--- src/rtl/riscv_ctrl_pkg.sv ---
// Shared definitions for the multi-cycle RISC-V control unit: opcodes, FSM states
// and the datapath mux encodings driven by the controller.
package riscv_ctrl_pkg;

  // Major opcodes (instr[6:0])
  localparam logic [6:0] OP_LW  = 7'b0000011;
  localparam logic [6:0] OP_SW  = 7'b0100011;
  localparam logic [6:0] OP_R   = 7'b0110011;
  localparam logic [6:0] OP_I   = 7'b0010011;
  localparam logic [6:0] OP_BEQ = 7'b1100011;
  localparam logic [6:0] OP_JAL = 7'b1101111;
  localparam logic [6:0] OP_LUI = 7'b0110111;

  typedef enum logic [3:0] {
    StFetch,
    StDecode,
    StMemAdr,
    StMemRead,
    StMemWb,
    StMemWrite,
    StExecuteR,
    StExecuteI,
    StAluWb,
    StBeq,
    StJal,
    StLui,
    StTrap
  } state_e;

  // ResultSrc
  localparam logic [1:0] RES_ALU_OUT    = 2'b00;
  localparam logic [1:0] RES_DATA       = 2'b01;
  localparam logic [1:0] RES_ALU_RESULT = 2'b10;
  localparam logic [1:0] RES_IMM_EXT    = 2'b11;

  // ALUSrcA
  localparam logic [1:0] SRCA_PC     = 2'b00;
  localparam logic [1:0] SRCA_OLD_PC = 2'b01;
  localparam logic [1:0] SRCA_RD1    = 2'b10;

  // ALUSrcB
  localparam logic [1:0] SRCB_RD2  = 2'b00;
  localparam logic [1:0] SRCB_IMM  = 2'b01;
  localparam logic [1:0] SRCB_FOUR = 2'b10;

  // ALUOp
  localparam logic [1:0] ALUOP_ADD   = 2'b00;
  localparam logic [1:0] ALUOP_SUB   = 2'b01;
  localparam logic [1:0] ALUOP_FUNCT = 2'b10;

  // ImmSrc
  localparam logic [2:0] IMM_I = 3'b000;
  localparam logic [2:0] IMM_S = 3'b001;
  localparam logic [2:0] IMM_B = 3'b010;
  localparam logic [2:0] IMM_J = 3'b011;
  localparam logic [2:0] IMM_U = 3'b100;

endpackage

--- src/rtl/multicycle_controller_if.sv ---
// Controller <-> datapath bundle. The controller is the master: it consumes the
// instruction/ALU/memory status and drives every datapath control.
interface multicycle_controller_if #(
  parameter int unsigned RET_W = 32
);
  logic [6:0]       opcode;
  logic             zero;
  logic             mem_ready;
  logic             PCWrite;
  logic             AdrSrc;
  logic             MemWrite;
  logic             IRWrite;
  logic             RegWrite;
  logic [1:0]       ResultSrc;
  logic [1:0]       ALUSrcA;
  logic [1:0]       ALUSrcB;
  logic [1:0]       ALUOp;
  logic [2:0]       ImmSrc;
  logic             illegal;
  logic [RET_W-1:0] instret;

  modport master (
    input  opcode, zero, mem_ready,
    output PCWrite, AdrSrc, MemWrite, IRWrite, RegWrite, ResultSrc, ALUSrcA, ALUSrcB, ALUOp,
           ImmSrc, illegal, instret
  );

  modport slave (
    output opcode, zero, mem_ready,
    input  PCWrite, AdrSrc, MemWrite, IRWrite, RegWrite, ResultSrc, ALUSrcA, ALUSrcB, ALUOp,
           ImmSrc, illegal, instret
  );
endinterface

--- src/rtl/instr_decoder.sv ---
// Opcode decoder: immediate format select and the state DECODE moves to.
// Unsupported (or disabled) opcodes resolve to the trap state.
module instr_decoder
  import riscv_ctrl_pkg::*;
#(
  parameter bit ENABLE_JAL = 1'b1,
  parameter bit ENABLE_LUI = 1'b1
) (
  input  logic [6:0] opcode,
  output logic [2:0] immSrc,
  output state_e     decodeNext
);

  // Immediate format is reported for every opcode regardless of legality
  always_comb begin
    immSrc     = IMM_I;
    decodeNext = StTrap;
    case (opcode)
      OP_LW:  decodeNext = StMemAdr;
      OP_SW: begin
        immSrc     = IMM_S;
        decodeNext = StMemAdr;
      end
      OP_R:   decodeNext = StExecuteR;
      OP_I:   decodeNext = StExecuteI;
      OP_BEQ: begin
        immSrc     = IMM_B;
        decodeNext = StBeq;
      end
      OP_JAL: begin
        immSrc     = IMM_J;
        decodeNext = ENABLE_JAL ? StJal : StTrap;
      end
      OP_LUI: begin
        immSrc     = IMM_U;
        decodeNext = ENABLE_LUI ? StLui : StTrap;
      end
      default: decodeNext = StTrap;
    endcase
  end

endmodule

--- src/rtl/multicycle_controller.sv ---
// Multi-cycle control unit: sequences FETCH/DECODE/EXECUTE/MEM/WB, drives the
// shared-memory datapath, stalls on mem_ready, traps illegal opcodes and counts
// retired instructions.
module multicycle_controller
  import riscv_ctrl_pkg::*;
#(
  parameter bit          MEM_HANDSHAKE = 1'b1,
  parameter bit          ENABLE_JAL    = 1'b1,
  parameter bit          ENABLE_LUI    = 1'b1,
  parameter int unsigned RET_W         = 32
) (
  input logic                     clk,
  input logic                     reset,
  multicycle_controller_if.master bus
);

  state_e           stateQ;
  state_e           stateD;
  state_e           decodeNext;
  logic [RET_W-1:0] instretQ;
  logic             illegalQ;
  logic             ready;
  logic [2:0]       immSrc;

  logic             adrSrc;
  logic             memWrite;
  logic             irWrite;
  logic             regWrite;
  logic             pcUpdate;
  logic             branch;
  logic [1:0]       resultSrc;
  logic [1:0]       aluSrcA;
  logic [1:0]       aluSrcB;
  logic [1:0]       aluOp;

  assign ready = MEM_HANDSHAKE ? bus.mem_ready : 1'b1;

  instr_decoder #(
    .ENABLE_JAL (ENABLE_JAL),
    .ENABLE_LUI (ENABLE_LUI)
  ) u_decoder (
    .opcode     (bus.opcode),
    .immSrc     (immSrc),
    .decodeNext (decodeNext)
  );

  // Next-state: wait states hold until ready; TRAP only leaves through reset
  always_comb begin
    stateD = stateQ;
    unique case (stateQ)
      StFetch:    if (ready) stateD = StDecode;
      StDecode:   stateD = decodeNext;
      StMemAdr:   stateD = (bus.opcode == OP_SW) ? StMemWrite : StMemRead;
      StMemRead:  if (ready) stateD = StMemWb;
      StMemWb:    stateD = StFetch;
      StMemWrite: if (ready) stateD = StFetch;
      StExecuteR: stateD = StAluWb;
      StExecuteI: stateD = StAluWb;
      StAluWb:    stateD = StFetch;
      StBeq:      stateD = StFetch;
      StJal:      stateD = StAluWb;
      StLui:      stateD = StFetch;
      StTrap:     stateD = StTrap;
      default:    stateD = StFetch;
    endcase
  end

  // State, retire counter (bumped on every return to FETCH) and sticky illegal flag
  always_ff @(posedge clk or posedge reset) begin
    if (reset) begin
      stateQ   <= StFetch;
      instretQ <= '0;
      illegalQ <= 1'b0;
    end else begin
      stateQ <= stateD;
      if (stateQ != StFetch && stateD == StFetch) begin
        instretQ <= instretQ + RET_W'(1);
      end
      if (stateQ == StDecode && stateD == StTrap) begin
        illegalQ <= 1'b1;
      end
    end
  end

  // Moore decode of datapath controls; only FETCH strobes look at ready
  always_comb begin
    adrSrc    = 1'b0;
    memWrite  = 1'b0;
    irWrite   = 1'b0;
    regWrite  = 1'b0;
    pcUpdate  = 1'b0;
    branch    = 1'b0;
    resultSrc = RES_ALU_OUT;
    aluSrcA   = SRCA_PC;
    aluSrcB   = SRCB_RD2;
    aluOp     = ALUOP_ADD;
    unique case (stateQ)
      StFetch: begin
        aluSrcB   = SRCB_FOUR;
        resultSrc = RES_ALU_RESULT;
        irWrite   = ready;
        pcUpdate  = ready;
      end
      StDecode: begin
        aluSrcA = SRCA_OLD_PC;
        aluSrcB = SRCB_IMM;
      end
      StMemAdr: begin
        aluSrcA = SRCA_RD1;
        aluSrcB = SRCB_IMM;
      end
      StMemRead: adrSrc = 1'b1;
      StMemWb: begin
        resultSrc = RES_DATA;
        regWrite  = 1'b1;
      end
      StMemWrite: begin
        adrSrc   = 1'b1;
        memWrite = 1'b1;
      end
      StExecuteR: begin
        aluSrcA = SRCA_RD1;
        aluOp   = ALUOP_FUNCT;
      end
      StExecuteI: begin
        aluSrcA = SRCA_RD1;
        aluSrcB = SRCB_IMM;
        aluOp   = ALUOP_FUNCT;
      end
      StAluWb: regWrite = 1'b1;
      StBeq: begin
        aluSrcA = SRCA_RD1;
        aluOp   = ALUOP_SUB;
        branch  = 1'b1;
      end
      StJal: begin
        aluSrcA  = SRCA_OLD_PC;
        aluSrcB  = SRCB_FOUR;
        pcUpdate = 1'b1;
      end
      StLui: begin
        resultSrc = RES_IMM_EXT;
        regWrite  = 1'b1;
      end
      default: ;
    endcase
  end

  // Strobes are forced low while reset is held, even though state already reads FETCH
  assign bus.PCWrite   = ~reset & (pcUpdate | (branch & bus.zero));
  assign bus.IRWrite   = ~reset & irWrite;
  assign bus.MemWrite  = ~reset & memWrite;
  assign bus.RegWrite  = ~reset & regWrite;
  assign bus.AdrSrc    = adrSrc;
  assign bus.ResultSrc = resultSrc;
  assign bus.ALUSrcA   = aluSrcA;
  assign bus.ALUSrcB   = aluSrcB;
  assign bus.ALUOp     = aluOp;
  assign bus.ImmSrc    = immSrc;
  assign bus.illegal   = illegalQ;
  assign bus.instret   = instretQ;

endmodule

--- src/flat_wrapper.sv ---
// flat-port wrapper written by rule: the top's interface ports become plain ports
module multicycle_controller_flat import riscv_ctrl_pkg::*;
#(
  parameter bit          MEM_HANDSHAKE = 1'b1,
  parameter bit          ENABLE_JAL    = 1'b1,
  parameter bit          ENABLE_LUI    = 1'b1,
  parameter int unsigned RET_W         = 32
)
  (clk, reset, bus_opcode, bus_zero, bus_mem_ready, bus_PCWrite, bus_AdrSrc, bus_MemWrite, bus_IRWrite, bus_RegWrite, bus_ResultSrc, bus_ALUSrcA, bus_ALUSrcB, bus_ALUOp, bus_ImmSrc, bus_illegal, bus_instret);
  multicycle_controller_if #(.RET_W(RET_W)) bus_i ();
  input logic clk;
  input logic reset;
  input wire logic [$bits(bus_i.opcode)-1:0] bus_opcode;
  input wire logic [$bits(bus_i.zero)-1:0] bus_zero;
  input wire logic [$bits(bus_i.mem_ready)-1:0] bus_mem_ready;
  output wire logic [$bits(bus_i.PCWrite)-1:0] bus_PCWrite;
  output wire logic [$bits(bus_i.AdrSrc)-1:0] bus_AdrSrc;
  output wire logic [$bits(bus_i.MemWrite)-1:0] bus_MemWrite;
  output wire logic [$bits(bus_i.IRWrite)-1:0] bus_IRWrite;
  output wire logic [$bits(bus_i.RegWrite)-1:0] bus_RegWrite;
  output wire logic [$bits(bus_i.ResultSrc)-1:0] bus_ResultSrc;
  output wire logic [$bits(bus_i.ALUSrcA)-1:0] bus_ALUSrcA;
  output wire logic [$bits(bus_i.ALUSrcB)-1:0] bus_ALUSrcB;
  output wire logic [$bits(bus_i.ALUOp)-1:0] bus_ALUOp;
  output wire logic [$bits(bus_i.ImmSrc)-1:0] bus_ImmSrc;
  output wire logic [$bits(bus_i.illegal)-1:0] bus_illegal;
  output wire logic [$bits(bus_i.instret)-1:0] bus_instret;
  assign bus_i.opcode = bus_opcode;
  assign bus_i.zero = bus_zero;
  assign bus_i.mem_ready = bus_mem_ready;
  assign bus_PCWrite = bus_i.PCWrite;
  assign bus_AdrSrc = bus_i.AdrSrc;
  assign bus_MemWrite = bus_i.MemWrite;
  assign bus_IRWrite = bus_i.IRWrite;
  assign bus_RegWrite = bus_i.RegWrite;
  assign bus_ResultSrc = bus_i.ResultSrc;
  assign bus_ALUSrcA = bus_i.ALUSrcA;
  assign bus_ALUSrcB = bus_i.ALUSrcB;
  assign bus_ALUOp = bus_i.ALUOp;
  assign bus_ImmSrc = bus_i.ImmSrc;
  assign bus_illegal = bus_i.illegal;
  assign bus_instret = bus_i.instret;
  multicycle_controller #(.MEM_HANDSHAKE(MEM_HANDSHAKE), .ENABLE_JAL(ENABLE_JAL), .ENABLE_LUI(ENABLE_LUI), .RET_W(RET_W)) u_core (.clk(clk), .reset(reset), .bus(bus_i));
endmodule
--- config.mk ---
export PLATFORM = sky130hd
export DESIGN_NAME = multicycle_controller_flat
export DESIGN_NICKNAME = d
export VERILOG_FILES = /design/src/rtl/riscv_ctrl_pkg.sv /design/src/rtl/multicycle_controller_if.sv /design/src/rtl/instr_decoder.sv /design/src/rtl/multicycle_controller.sv /design/src/flat_wrapper.sv
export SDC_FILE = /design/constraint.sdc
export NUM_CORES = 1
export LEC_CHECK = 0
export CAP_MARGIN = 20
export CORE_ASPECT_RATIO = 0.8
export CORE_MARGIN = 4
export CORE_UTILIZATION = 37
export CTS_CLUSTER_DIAMETER = 40
export CTS_CLUSTER_SIZE = 12
export DETAILED_ROUTE_END_ITERATION = 16
export PLACE_DENSITY = 0.63
export SLEW_MARGIN = 20
export SYNTH_ARGS = -nofsm -noshare
export SYNTH_HDL_FRONTEND = slang
export SYNTH_HIERARCHICAL = 1
export SYNTH_SLANG_ARGS = --single-unit
--- constraint.sdc ---
create_clock -name clk -period 2.9 [get_ports clk]
set_input_delay 0.58 -clock clk [delete_from_list [all_inputs] [get_ports clk]]
set_output_delay 0.58 -clock clk [all_outputs]
set_load 0.03 [all_outputs]
# After elaboration in Yosys (flattened, before gate mapping)
# Index checks and enable logic that the tools add are counted.
# totals
latch_bits,0
mem_bits_rw,0
out_inout_bits,49
register_bits,37
mem_bits_ro,0
n_memories,0
# op_classes
n_mul,0
n_div,0
add_sub_neg,1
bitwise_logic,7
order_cmp,0
shift,0
eq_ne,20
n_reduce_logical,14
mux,17
# op_table
operator,n
"adder 32 x 1 -> 32 bit, second input constant",1
one-hot mux 4 bit (7 select lines),1
"== test 4 bit, second input constant",6
one-hot mux 4 bit (6 select lines),1
"== test 7 x 6 -> 1 bit, second input constant",3
"== test 4 x 3 -> 1 bit, second input constant",4
"== test 7 bit, second input constant",2
two-way mux 4 bit,3
one-hot mux 2 bit (2 select lines),3
one-hot mux 3 bit (4 select lines),1
OR reduction 2 bit,5
OR reduction 3 bit,3
"== test 4 x 2 -> 1 bit, second input constant",2
zero test 4 bit,2
"== test 7 x 2 -> 1 bit, second input constant",1
"== test 7 x 5 -> 1 bit, second input constant",1
one-hot mux 2 bit (3 select lines),1
AND 1 bit,5
two-way mux 1 bit,5
"== test 4 x 1 -> 1 bit, second input constant",1
nonzero test 4 bit,1
OR reduction 4 bit,1
two-way mux 3 bit,1
logical AND 1 bit,2
other kinds (3),3

# Logic depth before layout (Yosys ltp)
# logic_depth
word_depth,6
ltp_mapped,11
depth_no_buf,9

# By module
# Netlist, hierarchy kept.
# by_module_without_submodules
mod,cells_per_inst,n_inst,area_per_inst_um2
multicycle_controller,227,1,2225.9
instr_decoder,28,1,175.2

# Worst setup path after synthesis
# OpenSTA, ideal clock, no wires.
# synth_timing
path_type,in2out
start,input reset
end,output bus_PCWrite
arrival_time_ps,2048
n_path_buf,0
stages,3
slack_ps,272
path_cell_list,inv_1 -> nand2_1 -> o32ai_1
# synth_via
elab_chain_cells,2
# synth_rtl
element,line,source
from (decl),flat_wrapper.sv:12,input logic reset;
NOT 1 bit,multicycle_controller.sv:150,assign bus.PCWrite = ~reset & (pcUpdate | (branch & bus.zero));
AND 1 bit,multicycle_controller.sv:150,
to (decl),flat_wrapper.sv:16,output wire logic [$bits(bus_i.PCWrite)-1:0] bus_PCWrite;
# No other way between the ends.

# Final worst setup path
# layout_timing
start,input bus_opcode[3]
end,output bus_ImmSrc[0]
# layout_via
elab_chain_cells,2
elab_cells_between_ends,5
classes_between,4 x eq/ne; 1 x mux
# layout_rtl
element,line,source
from (decl),flat_wrapper.sv:13,input wire logic [$bits(bus_i.opcode)-1:0] bus_opcode;
== test 7 x 6 -> 1 bit / == test 7 bit (equally long branches),instr_decoder.sv:18,case (opcode)
one-hot mux 3 bit (4 select lines) (*),instr_decoder.sv:18,
to (decl),flat_wrapper.sv:25,output wire logic [$bits(bus_i.ImmSrc)-1:0] bus_ImmSrc;
# Mark *: on every way between the ends. The rest lies on a longest branch, timed or not.

==> qor.yml <==
run_status:
  status: "completed"
hold_path:
  min_path_type: "reg -> reg"
  hp-start: "u_core/bus.instret[31]$_DFFE_PP0P_"
  whs_path_depth: 1
  hold_end: "u_core/bus.instret[31]$_DFFE_PP0P_"
global_routing:
  gr-total-overflow: 0
  grt_start_max_net_pins: 38
  gr-usage-all-layers: 0.1568
  antenna_found_initial: 0
  grt_pass1_vias: 1996
  grt_pass1_wl_mm: 9.977
detailed_routing:
  first_pass_iters: 4
  finalWirelength_mm: 6.009
  drtAntennaViolNets: 0
  drc: 0
  vias_per_cell: 5.298
  wire_per_inst_um: 14.55
  drt_first_iter_violations: 196
  vias: 2188
timing:
  tns_ns: 0
  hold_violations: 0
  whs_ns: 0.4629
  fmaxAchievable_ghz: 0.3552
  fin_skew_ns: 0.007174
  slew_headroom: 0.6720
  min_period_over_period: 0.9709
  drv_slew: 0
  setup_viol: 0
  worst_pin_slew_ns: 0.4852
  fin_crit_ns: 2.815
  rsz0062_at_grt: "false"
logic_synthesis:
  synth_flop_cell: "dfrtp_1"
  netlist_area_um2: 2401
  syn_nets: 267
  ys_seq_elements: 37
  synth_edf_count: 0
  synth.yosys.seq_area_share: 0.3856
  yosys_warnings: 6
  yosysUniqueCellTypes: 54
  syn_inst: 255
  async_flop_share: 1.000
  synth_area_per_cell_um2: 9.416
worst_setup_path:
  worst-path-max-fanout: 6
  r2r_start: "u_core/stateQ[0]$_DFF_PP0_"
  path_class: "in -> out"
  ff2ff_setup_slack_ns: 0.55
  rr_endpoint: "u_core/bus.instret[27]$_DFFE_PP0P_"
  critPathRequiredTime_ns: 2.32
  cp.arrival_ns: 2.24
  cp-start-kind: "primary input"
  reg2reg_depth: 6
  worst_setup_path_end_kind: "output pin"
floorplan:
  die_height_um: 80.05
  start_util: 0.3936
  row_count: 25
  pin_count: 60
  dieArea_um2: 7850
  coreArea_um2: 6100
  die_w_um: 98.07
clock_tree:
  cts.htree.levels: 2
  clk_pin_slew_ns: 0.07
  cts_root_buf: "clkbuf_8"
  cts_tree: "yes"
  clk-insertion-delay-late_ns: 0.29
  cts_sinks: 37
  cts_made_buffers: 5
  cts_buffer_depth: 2
power:
  irDropWorstVdd_mv: 0.5769
  power_density_nw_per_um2: 669.4
  leakagePower_nw: 1.484
placed_design:
  dp.cells: 403
  gp_congestion: 0.8988
  io_buffers: 59
  dp_hpwl_mm: 4.554
final_layout:
  final_cell_count_no_fill: 413
  drive_gt1_frac: 0.2018
  final_nets: 343
  final_common_cell: "clkdlybuf4s50_1"
  diodes: 0
  final_cell_mix: "clkdlybuf4s50_1, dfrtp_1, buf_4"
  area_delta_synth_final_pct: 38.82
run:
  maxCapViolCount: 0
-- critical path, stage by stage --
cell and delay [ns]:
clkdlybuf4s50_1 0.45, buf_4 0.18, or3_4 0.37, buf_4 0.14
a2111oi_2 0.29, buf_4 0.22
-- Yosys cell counts (all sizes together), types with 10 or more instances --
cell,n,share of area
a21oi,10,0.022
and3,10,0.027
buf,14,0.041
dfrtp,37,0.39
nand2,15,0.023
nand3,20,0.042
nand4,11,0.041
nor2,13,0.020
nor3,19,0.052
xnor2,11,0.043
xor2,24,0.088
-- through the flow --
stage	power (mW)	setup slack, ns	util	instance area [µm²]
finish	2.231	0.08451	0.5465	3333
global route	2.365	0.009619	0.5465	3333
CTS	2.192	0.05485	0.5381	3282
detailed placement	1.707	-0.3232	0.5179	3159
global placement	1.704	-0.3179	0.5179	3159
floorplan	1.359	0.2723	-	2401
-- worst max path at each step --
stage                       start                                  to  slack, ns  depth (start not counted)
floorplan                   reset                         bus_PCWrite       0.27                          3
global placement    bus_opcode[4]   u_core/bus.instret[1]$_DFFE_PP0P_      -0.32                          9
detailed placement  bus_opcode[2]   u_core/bus.instret[1]$_DFFE_PP0P_      -0.32                         10
CTS                 bus_opcode[6]                       bus_ImmSrc[0]       0.05                          6
global route        bus_opcode[5]  u_core/bus.instret[14]$_DFFE_PP0P_       0.01                         12
finish              bus_opcode[3]                       bus_ImmSrc[0]       0.08                          6
-- state kept, by name, indices dropped and copies added (netlist names) --
| register | flops |
|---|---|
| u_core/stateQ | 4 |
| u_core/bus.illegal | 1 |
| u_core/bus.instret | 32 |
-- power by group --
| part | internal [mW] | leakage (nW) | switching (mW) | total [mW] |
|---|---|---|---|---|
| clock | 0.280 | 0.0585 | 0.178 | 0.458 |
| combinational | 0.487 | 0.924 | 0.622 | 1.11 |
| sequential | 0.582 | 0.501 | 0.0827 | 0.665 |
| total | 1.35 | 1.48 | 0.882 | 2.23 |
-- per-layer routing --
metal | vias up | track usage | share of wire
met4 | 0 | 0.04288 | 0.0093
met3 | 5 | 0.03125 | 0.034
li1 | 1062 | - | -
met5 | - | 0 | 0
met1 | 1070 | 0.2332 | 0.52
met2 | 51 | 0.2303 | 0.44
-- cell type report --
type	count	area, µm²
tap	81	101.3
timing repair buffer	86	800.8
fill	563	2766
sequential	37	925.9
clock inverter	1	30.03
multi-input combinational	193	1359
clock buffer	7	86.33
inverter	8	30.03
-- logic make-up (layout without fill, tap and decap cells) --
logic type                 after synthesis  after routing  synth area share
AOI/OAI and AO/OA                       30             30           0.08494
xor gates and xnor gates                35             35            0.1308
adders and majority gates                1              1          0.005210
buffers and inverters                   25            102           0.05784
DFF                                     37             37            0.3856
muxes                                    1              1          0.004690
and+or+nand+nor                        126            126            0.3309
-- timing repair --
item | CTS | global route
buffers inserted | 0 | 2
cloned | 0 | 0
endpoints found under the setup margin | 2 | 27
gates resized for setup | 1 | 7
hold buffers | 0 | 0
pin swaps | 0 | 2
Note: power is estimated with default switching activity, not from simulation.
